## src/rtl/divide.sv

```systemverilog
// Sequential 8-bit by 4-bit unsigned restoring divider with nibble-wide operand load and result readback.
// Optional DIV_ZERO_DETECT_EN: a zero divisor finishes in one edge and raises the DIVZ status bit.
module divide (
    input  logic DIV_CLK,
    input  logic RST,
    input  logic DIN0,
    input  logic DIN1,
    input  logic DIN2,
    input  logic DIN3,
    input  logic LOAD,
    input  logic SEL0,
    input  logic SEL1,
    input  logic START,
    output logic BUSY,
    output logic DONE,
    output logic R0,
    output logic R1,
    output logic R2,
    output logic R3
);

    typedef enum logic [1:0] {
        S_IDLE = 2'd0,
        S_RUN  = 2'd1,
        S_DONE = 2'd2
    } state_t;

    state_t      state_q, state_d;
    logic [7:0]  dividend_q, dividend_d;
    logic [3:0]  divisor_q, divisor_d;
    logic [7:0]  quo_q, quo_d;
    logic [3:0]  rem_q, rem_d;
    logic [2:0]  cnt_q, cnt_d;
    logic        divz_q, divz_d;

    logic [3:0]  din;
    logic [1:0]  sel;
    logic [4:0]  trial;
    logic [4:0]  diff;
    logic        fits;
    logic        zero_div;
    logic [3:0]  rd;

    assign din   = {DIN3, DIN2, DIN1, DIN0};
    assign sel   = {SEL1, SEL0};
    assign trial = {rem_q, quo_q[7]};
    assign diff  = trial - {1'b0, divisor_q};
    assign fits  = (trial >= {1'b0, divisor_q});

`ifdef DIV_ZERO_DETECT_EN
    assign zero_div = (divisor_q == 4'd0);
`else
    assign zero_div = 1'b0;
`endif

    always_comb begin
        // NOTE: every next-state signal gets its hold value first so no path can infer a latch.
        state_d    = state_q;
        dividend_d = dividend_q;
        divisor_d  = divisor_q;
        quo_d      = quo_q;
        rem_d      = rem_q;
        cnt_d      = cnt_q;
        divz_d     = divz_q;

        case (state_q)
            S_IDLE, S_DONE: begin
                if (LOAD) begin
                    // A write always returns to IDLE, which also clears DONE.
                    state_d = S_IDLE;
                    case (sel)
                        2'b00:   dividend_d[3:0] = din;
                        2'b01:   dividend_d[7:4] = din;
                        2'b10:   divisor_d       = din;
                        default: ;
                    endcase
                end else if (START) begin
                    if (zero_div) begin
                        state_d = S_DONE;
                        quo_d   = 8'hFF;
                        rem_d   = dividend_q[3:0];
                        divz_d  = 1'b1;
                    end else begin
                        state_d = S_RUN;
                        quo_d   = dividend_q;
                        rem_d   = 4'd0;
                        cnt_d   = 3'd7;
                        divz_d  = 1'b0;
                    end
                end
            end

            S_RUN: begin
                // Partial remainder stays below the divisor, so 4 bits hold it between steps.
                rem_d = fits ? diff[3:0] : trial[3:0];
                quo_d = {quo_q[6:0], fits};
                cnt_d = cnt_q - 3'd1;
                if (cnt_q == 3'd0) begin
                    state_d = S_DONE;
                end
            end

            default: state_d = S_IDLE;
        endcase
    end

    // NOTE: sequential state uses non-blocking assignments so all registers update together on the edge.
    always_ff @(posedge DIV_CLK) begin
        if (RST) begin
            state_q    <= S_IDLE;
            dividend_q <= 8'd0;
            divisor_q  <= 4'd0;
            quo_q      <= 8'd0;
            rem_q      <= 4'd0;
            cnt_q      <= 3'd0;
            divz_q     <= 1'b0;
        end else begin
            state_q    <= state_d;
            dividend_q <= dividend_d;
            divisor_q  <= divisor_d;
            quo_q      <= quo_d;
            rem_q      <= rem_d;
            cnt_q      <= cnt_d;
            divz_q     <= divz_d;
        end
    end

    assign BUSY = (state_q == S_RUN);
    assign DONE = (state_q == S_DONE);

    always_comb begin
        rd = 4'd0;
        case (sel)
            2'b00:   rd = quo_q[3:0];
            2'b01:   rd = quo_q[7:4];
            2'b10:   rd = rem_q;
            default: rd = {1'b0, divz_q, DONE, BUSY};
        endcase
    end

    assign {R3, R2, R1, R0} = rd;

endmodule

```

## config.mk

```make
export PLATFORM = sky130hd
export DESIGN_NAME = divide
export DESIGN_NICKNAME = d
export VERILOG_FILES = /design/src/rtl/divide.sv
export SDC_FILE = /design/constraint.sdc
export NUM_CORES = 1
export LEC_CHECK = 0
export ABC_AREA = 1
export CAP_MARGIN = 20
export CORE_MARGIN = 3
export CORE_UTILIZATION = 59
export DETAILED_ROUTE_END_ITERATION = 8
export PLACE_DENSITY_LB_ADDON = 0.08
export SLEW_MARGIN = 5
export SYNTH_ARGS = -nofsm -noshare
export SYNTH_HDL_FRONTEND = slang
export SYNTH_SLANG_ARGS = --single-unit
```

## constraint.sdc

```tcl
create_clock -name DIV_CLK -period 4.2 [get_ports DIV_CLK]
set_input_delay 0.42 -clock DIV_CLK [delete_from_list [all_inputs] [get_ports DIV_CLK]]
set_output_delay 0.42 -clock DIV_CLK [all_outputs]
set_load 0.03 [all_outputs]
```

Word level (Yosys, flattened, before mapping)
Index checks and enable logic that the tools add are counted.
{"block": "word_totals", "wordCells": 43, "reg_bits": 29, "output_inout_bits": 6}
{"block": "classes", "n_eq_ne": 8, "reduce_logical": 10, "add_sub_neg": 2, "muxes": 15, "order_cmp": 1}
{"cell": "2-to-1 mux 8 bit", "n": 2}
{"cell": "one-hot mux 8 bit (2 select lines)", "n": 1}
{"cell": "2-to-1 mux 4 bit", "n": 3}
{"cell": "one-hot mux 4 bit (3 select lines)", "n": 1}
{"cell": "AND reduction 3 bit", "n": 4}
{"cell": "one-hot mux 4 bit (2 select lines)", "n": 1}
{"cell": "2-to-1 mux 2 bit", "n": 3}
{"cell": "2-to-1 mux 3 bit", "n": 2}
{"cell": "one-hot mux 3 bit (2 select lines)", "n": 1}
{"cell": ">= comparator 5 x 4 -> 1 bit", "n": 1}
{"cell": "== test 2 x 1 -> 1 bit, second input constant", "n": 2}
{"cell": "== test 2 bit, second input constant", "n": 2}
{"cell": "zero test 2 bit", "n": 2}
{"cell": "!= test 2 bit, second input constant", "n": 2}
{"cell": "one-hot mux 2 bit (2 select lines)", "n": 1}
{"cell": "subtractor 4 bit", "n": 1}
{"cell": "zero test 3 bit", "n": 1}
{"cell": "!= test 3 bit, second input constant", "n": 1}
{"cell": "subtractor 3 x 1 -> 3 bit, second input constant", "n": 1}
{"cell": "!= test 2 x 1 -> 1 bit, second input constant", "n": 1}
{"cell": "AND reduction 2 bit", "n": 1}
{"cell": "nonzero test 2 bit", "n": 1}
{"cell": "OR reduction 2 bit", "n": 1}

Logic depth before layout (Yosys ltp)
Gate-level depths: netlist (run 1).
{"block": "depth", "depth_word": 4, "mapped_depth": 11, "mapped_depth_nobuf": 11}

Least setup slack after synthesis (run 1)
No wires, ideal clock.
{"block": "synth_timing", "path_kind": "input to output", "startpoint": "in SEL1", "endpoint": "out R0", "path_stages": 4, "n_path_buf": 0, "path_slack_ns": 2.534, "t_required_ns": 3.780, "arrival_ns": 1.246, "cell_sequence": "inv_1 nor2_1 inv_1 o2111ai_1"}
{"block": "synth_via", "elab_chain_len": 2, "word_cells_on_any_way": 4, "cone_classes": "2 x eq/ne; 1 x mux; 1 x reduce/logical"}
{"element": "start, declared", "line_no": "12", "source": "input logic SEL1,"}
{"element": "== test 2 bit (tied with other cells)", "line_no": "133", "source": "case (sel)"}
{"element": "one-hot mux 4 bit (3 select lines) *", "line_no": "133"}
{"element": "end, declared", "line_no": "16", "source": "output logic R0,"}
Every way passes the cells marked *; elsewhere a longest branch is shown, timed or not.

Final worst setup path (run 1)
{"block": "layout_timing", "startpoint": "in SEL1", "endpoint": "out R1"}
{"block": "layout_via", "elab_chain_len": 2, "word_cells_on_any_way": 4, "cone_classes": "2 x eq/ne; 1 x mux; 1 x reduce/logical"}
{"element": "== test 2 bit (tied with other cells)", "line_no": "133"}
{"element": "one-hot mux 4 bit (3 select lines) *", "line_no": "133"}
{"element": "end, declared", "line_no": "17", "source": "output logic R1,"}
Marks and branches as above.

==> flow_summary.json, run 1 <==
{
  "post_dp_cell_area_um2": 1640,
  "p_per_area_nw_per_um2": 368,
  "worstPathArrival_ns": 2.28,
  "cap_violations": 0,
  "io_buffers": 15,
  "grt_overflow": 0,
  "critical-path-top-delay-family": "buffers and inverters",
  "drc": 0,
  "area_delta_synth_final_pct": 14.3,
  "gp_congestion": 0.950,
  "cts_tree": "yes",
  "grt_pass1_vias": 1225,
  "required_ns": 3.78,
  "critPathBufInv": 4,
  "ctsHoldBuffers": 0,
  "yosys_warnings": 0,
  "clk_latency_ns": 0.32,
  "cts_root_buf": "clkbuf_4",
  "finalMaxSlewViolations": 0,
  "ys_seq_area_share_pct": 38.9,
  "final-seq-area_um2": 581,
  "stdcell_area_um2": 1710,
  "num_io_pins": 16,
  "dieArea_um2": 3170,
  "start_util_pct": 65.0,
  "wirelength_um": 3230,
  "reg2reg_depth": 9,
  "via_per_inst": 5.48,
  "grt_pass1_wl_um": 5440,
  "setup_violations": 0,
  "fmax_mhz": 371,
  "crit_fanout": 5,
  "ctsResizeCount": 0,
  "numCtsBuffers": 5,
  "r2r_start": "divisor_q[2]$_SDFFE_PP0P_",
  "n_fill_cell": 198,
  "outcome": "finished, final reports clean",
  "crit_slowest_cell": "clkdlybuf4s50_1",
  "htreeDepth": 2,
  "die_y_um": 56.3,
  "core_region_area_um2": 2300,
  "synth_seq_cells": 29,
  "n_antenna_cell": 0,
  "fp.dieW_um": 56.3,
  "r2r_setup_slack_ns": 2.56,
  "cts_sinks": 29,
  "drive_gt1_share_pct": 7.02,
  "synthDistinctLibCells": 26,
  "syn_inst": 210,
  "multi_input_area_um2": 767,
  "fin_skew_ns": 0.00611,
  "max_slew.worst_pin.slew_ns": 0.545,
  "cts_setup_buffers": 0,
  "clockBufferDepth": 2,
  "final_common_cell": "nand2_1",
  "max_slew_margin_pct": 63.6,
  "syn_area_um2": 1490,
  "max-vdd-ir-drop_uv": 337,
  "vias": 1404,
  "slowest_delay_ns": 0.72,
  "drt-initial-drc-count": 57,
  "hp-class": "reg2reg",
  "syn-num-nets": 227,
  "start_kind": "input port",
  "ant_nets": 0,
  "clkTransAtPathRegs_ns": 0.09,
  "final_hold_viol_count": 0,
  "fp-row-count": 17,
  "track_usage_pct": 21.8,
  "post-route-min-period_ns": 2.70,
  "first_pass_iters": 4,
  "critPathKind": "in2out",
  "crit_chain": "clkdlybuf4s50_1 > inv_1 > nor2_1 > inv_1 > o2111ai_1 > clkdlybuf4s50_1",
  "final_cell_mix": "nand2_1 (48), nor2_1 (32), dfxtp_1 (29), inv_1 (24), o21ai_0 (19)",
  "dpl.hpwl_um": 2420,
  "min_to": "quo_q[6]$_SDFFE_PP0P_",
  "rsz0062_at_grt": "false",
  "routedWlPerCell_um": 12.6,
  "antenna_found_initial": 0,
  "regToRegEndpoint": "rem_q[1]$_SDFFE_PP0P_",
  "leakage_uw": 0.000712,
  "grt_max_degree": 24,
  "min-delay-start": "dividend_q[6]$_SDFFE_PP0P_",
  "synth.avg_cell_area_um2": 7.11,
  "endpoint_kind": "primary output",
  "min_path_cells": 2,
  "setup_tns_ns": 0,
  "period_share_pct": 64.3,
  "layout.nets": 244
}
-- state kept, by name, summed over array words and instances (netlist names) --
register and cells:
dividend_q 8, quo_q 8, state_q 2, divisor_q 4
cnt_q 3, rem_q 4
-- cell usage after synthesis (all sizes together) --
cell type,n,area (µm²)
a21oi,12,75.1
a31oi,7,43.8
buf,3,33.8
clkbuf,2,7.51
dfxtp,29,581
fa,1,20.0
ha,6,75.1
inv,27,104
nand2,48,180
nand3,10,50.1
nand3b,1,7.51
nor2,34,138
o2111ai,2,17.5
o211ai,4,30.0
o21a,1,7.51
o21ai,21,109
o21bai,1,7.51
or2,1,6.26
-- routing by layer --
layer  GRT usage, %  wire length, µm  vias to the layer above
met2           32.4             1420                       51
met1           29.6             1540                      622
met4           10.2               57                        0
met5              0                0                        -
met3           5.29              218                        8
li1               -                -                      723
-- power by group --
part | total [µW] | switching, µW | internal (µW)
Sequential | 307 | 12.6 | 294
Combinational | 130 | 81.5 | 48.9
Clock | 192 | 94.9 | 96.9
-- how the worst max path moves through the flow --
| stage | start | endpoint | slack [ns] | cells past startpoint |
|---|---|---|---|---|
| 2_1_floorplan | SEL1 | R0 | 2.53 | 4 |
| 3_3_place_gp | SEL1 | R0 | 1.67 | 6 |
| 3_5_place_dp | SEL1 | R1 | 1.54 | 6 |
| 4_1_cts | SEL1 | R1 | 1.53 | 6 |
| 5_1_grt | SEL1 | R1 | 1.40 | 6 |
| 6_report | SEL1 | R1 | 1.50 | 6 |
-- metrics by stage --
stage,hold WS (ns),cells,total power (µW),utilization [%],worst slack (ns)
after global placement,0.465,248,435,71.2,1.67
after detailed placement,0.472,248,441,71.2,1.54
after CTS,0.486,256,632,74.3,1.53
after global routing,0.515,256,665,74.3,1.40
final,0.484,256,629,74.3,1.50
after floorplan,0.435,210,404,-,2.53
-- area by class of cell --
class,count,area share [%]
Tap cell,28,2.05
Timing Repair Buffer,15,8.80
Sequential cell,29,34.0
Multi-Input combinational cell,149,44.9
Inverter,27,6.09
Clock inverter,1,0.293
Clock buffer,7,3.81
-- cell families (layout without fill, tap and decap cells) --
logic type               count (synthesis)  count (layout)  synth area share [%]
adder cells (fa/ha/maj)                  7               7                  6.37
flip-flops                              29              29                  38.9
AND/OR/NAND/NOR                         94              94                  25.6
buffers and inverters                   32              50                  9.72
AO/OA/AOI/OAI                           48              48                  19.4
-- worst reg2reg max path: cells and delay by family, from the launching register on --
kind / cells / cell delay, ns
buffers and inverters: 1 / 0.05
AND/OR/NAND/NOR: 5 / 0.52
flip-flops: 1 / 0.32
AO/OA/AOI/OAI: 2 / 0.31
adder cells (fa/ha/maj): 1 / 0.37
Note: power is estimated with default switching activity, not from simulation.
==> run 2, diff against run 1 <==
CORE_UTILIZATION = 50   (was 59)
clock period = 2.2 ns   (was 4.2 ns; I/O delays follow)
==> flow_summary.json, run 2 (same netlist as run 1, synthesis figures left out) <==
{
  "antenna_found_initial": 0,
  "max_slew.worst_pin.slew_ns": 0.578,
  "cts_sinks": 29,
  "crit_top_cell": "clkdlybuf4s50_1",
  "start_util_pct": 53.2,
  "critPathKind": "in2out",
  "required_ns": 1.98,
  "dp.cells": 254,
  "fmax_mhz": 481,
  "io_buffers": 15,
  "wirelength_um": 3320,
  "drt-initial-drc-count": 79,
  "cts_setup_buffers": 0,
  "hp-class": "reg2reg",
  "cts_tree": "yes",
  "fp-row-count": 19,
  "outcome": "finished, final reports clean",
  "core_region_area_um2": 2810,
  "final_hold_viol_count": 0,
  "ctsHoldBuffers": 0,
  "drive_gt1_share_pct": 9.09,
  "worstPathArrival_ns": 1.86,
  "final_common_cell": "nand2_1",
  "leakage_uw": 0.000731,
  "ctsResizeCount": 0,
  "cap_violations": 0,
  "max-vdd-ir-drop_uv": 544,
  "min_to": "quo_q[7]$_SDFFE_PP0P_",
  "dpl.hpwl_um": 2510,
  "setup_violations": 0,
  "setup_tns_ns": 0,
  "die_y_um": 60.6,
  "fp.dieW_um": 60.6,
  "post_dp_cell_area_um2": 1660,
  "layout.nets": 247,
  "crit_slowest_cell": "clkdlybuf4s50_1",
  "htreeDepth": 2,
  "clkTransAtPathRegs_ns": 0.09,
  "n_fill_cell": 268,
  "grt_pass1_vias": 1212,
  "grt_overflow": 0,
  "via_per_inst": 5.20,
  "post-route-min-period_ns": 2.08,
  "gp_congestion": 0.926,
  "fin_skew_ns": 0.0111,
  "whs_ns": 0.478,
  "final_cells": 262,
  "clk_latency_ns": 0.33,
  "max_slew_margin_pct": 61.4,
  "largestRegisters": "dividend_q: 8 flops, quo_q: 8 flops",
  "stdcell_area_um2": 1730,
  "regToRegEndpoint": "rem_q[2]$_SDFFE_PP0P_",
  "layout_setup_ws_ns": 0.120,
  "numCtsBuffers": 5,
  "dieArea_um2": 3680,
  "finalMaxSlewViolations": 0,
  "endpoint_kind": "primary output",
  "min-delay-start": "dividend_q[7]$_SDFFE_PP0P_",
  "reg2reg_depth": 10,
  "crit_fanout": 5,
  "area_delta_synth_final_pct": 15.8,
  "first_pass_iters": 4,
  "pre_cts_slack_ns": 0.137,
  "grt_pass1_wl_um": 5490,
  "crit_chain": "clkdlybuf4s50_1 > inv_1 > nor2_1 > nand2_1 > o211ai_1 > clkdlybuf4s50_1",
  "p_per_area_nw_per_um2": 701,
  "drc": 0,
  "routedWlPerCell_um": 12.7,
  "min_path_cells": 2,
  "start_kind": "input port",
  "n_antenna_cell": 0,
  "clockBufferDepth": 2,
  "num_io_pins": 16,
  "r2r_setup_slack_ns": 0.60,
  "vias": 1363,
  "rsz0062_at_grt": "false",
  "final_cell_mix": "nand2_1 (48), nor2_1 (32), dfxtp_1 (29), inv_1 (24), o21ai_0 (19)",
  "cts_root_buf": "clkbuf_4",
  "r2r_start": "divisor_q[2]$_SDFFE_PP0P_",
  "grt_max_degree": 24,
  "slowest_delay_ns": 0.69,
  "period_share_pct": 94.6,
  "ant_nets": 0,
  "track_usage_pct": 20.4
}
[run 2: cell count changes in the layout (fill, tap and decap cells not counted), sizes merged]
cell and delta:
buf +5, clkdlybuf4s50 -2
[run 2: through the flow]
step | total power, µW | utilization [%]
final | 1210 | 61.6
after global routing | 1280 | 61.6
after CTS | 1220 | 61.6
after detailed placement | 847 | 59.1
after global placement | 839 | 59.1
after floorplan | 772 | -
[run 2: final cells by class]
type | instances | area [µm²] | area share [%]
Clock inverter | 1 | 5.00 | 0.290
Tap cell | 31 | 38.8 | 2.24
Timing Repair Buffer | 18 | 168 | 9.70
Inverter | 27 | 104 | 6.01
Clock buffer | 7 | 65.1 | 3.77
Multi-Input combinational cell | 149 | 767 | 44.4
Sequential cell | 29 | 581 | 33.6
[run 2: worst max path at each step]
stage                            startpoint  end  depth (start not counted)
floorplan           state_q[1]$_SDFFE_PP0P_   R1                          4
global placement                       SEL1   R3                          6
CTS                                    SEL1   R3                          6
finish                                 SEL1   R3                          6
detailed placement                     SEL1   R3                          6
global route                           SEL1   R3                          6
[run 2: per-layer routing]
layer | vias to the layer above | routed length (µm) | global-route usage (%)
met4 | 0 | 17 | 6.81
li1 | 726 | - | -
met1 | 606 | 1620 | 28.4
met3 | 2 | 149 | 6.38
met2 | 29 | 1530 | 29.9
met5 | - | 0 | 0
[run 2: critical path, delay by kind of cell]
| family | cells | cell delay [ns] |
|---|---|---|
| AND/OR/NAND/NOR | 2 | 0.25 |
| buffers and inverters | 3 | 1.30 |
| AO/OA/AOI/OAI | 1 | 0.08 |
[run 2: power breakdown]
part           total, µW  internal, µW  switching (µW)
clock                374           185             189
combinational        251          96.2             155
sequential           586           561            24.3
total               1210           843             368
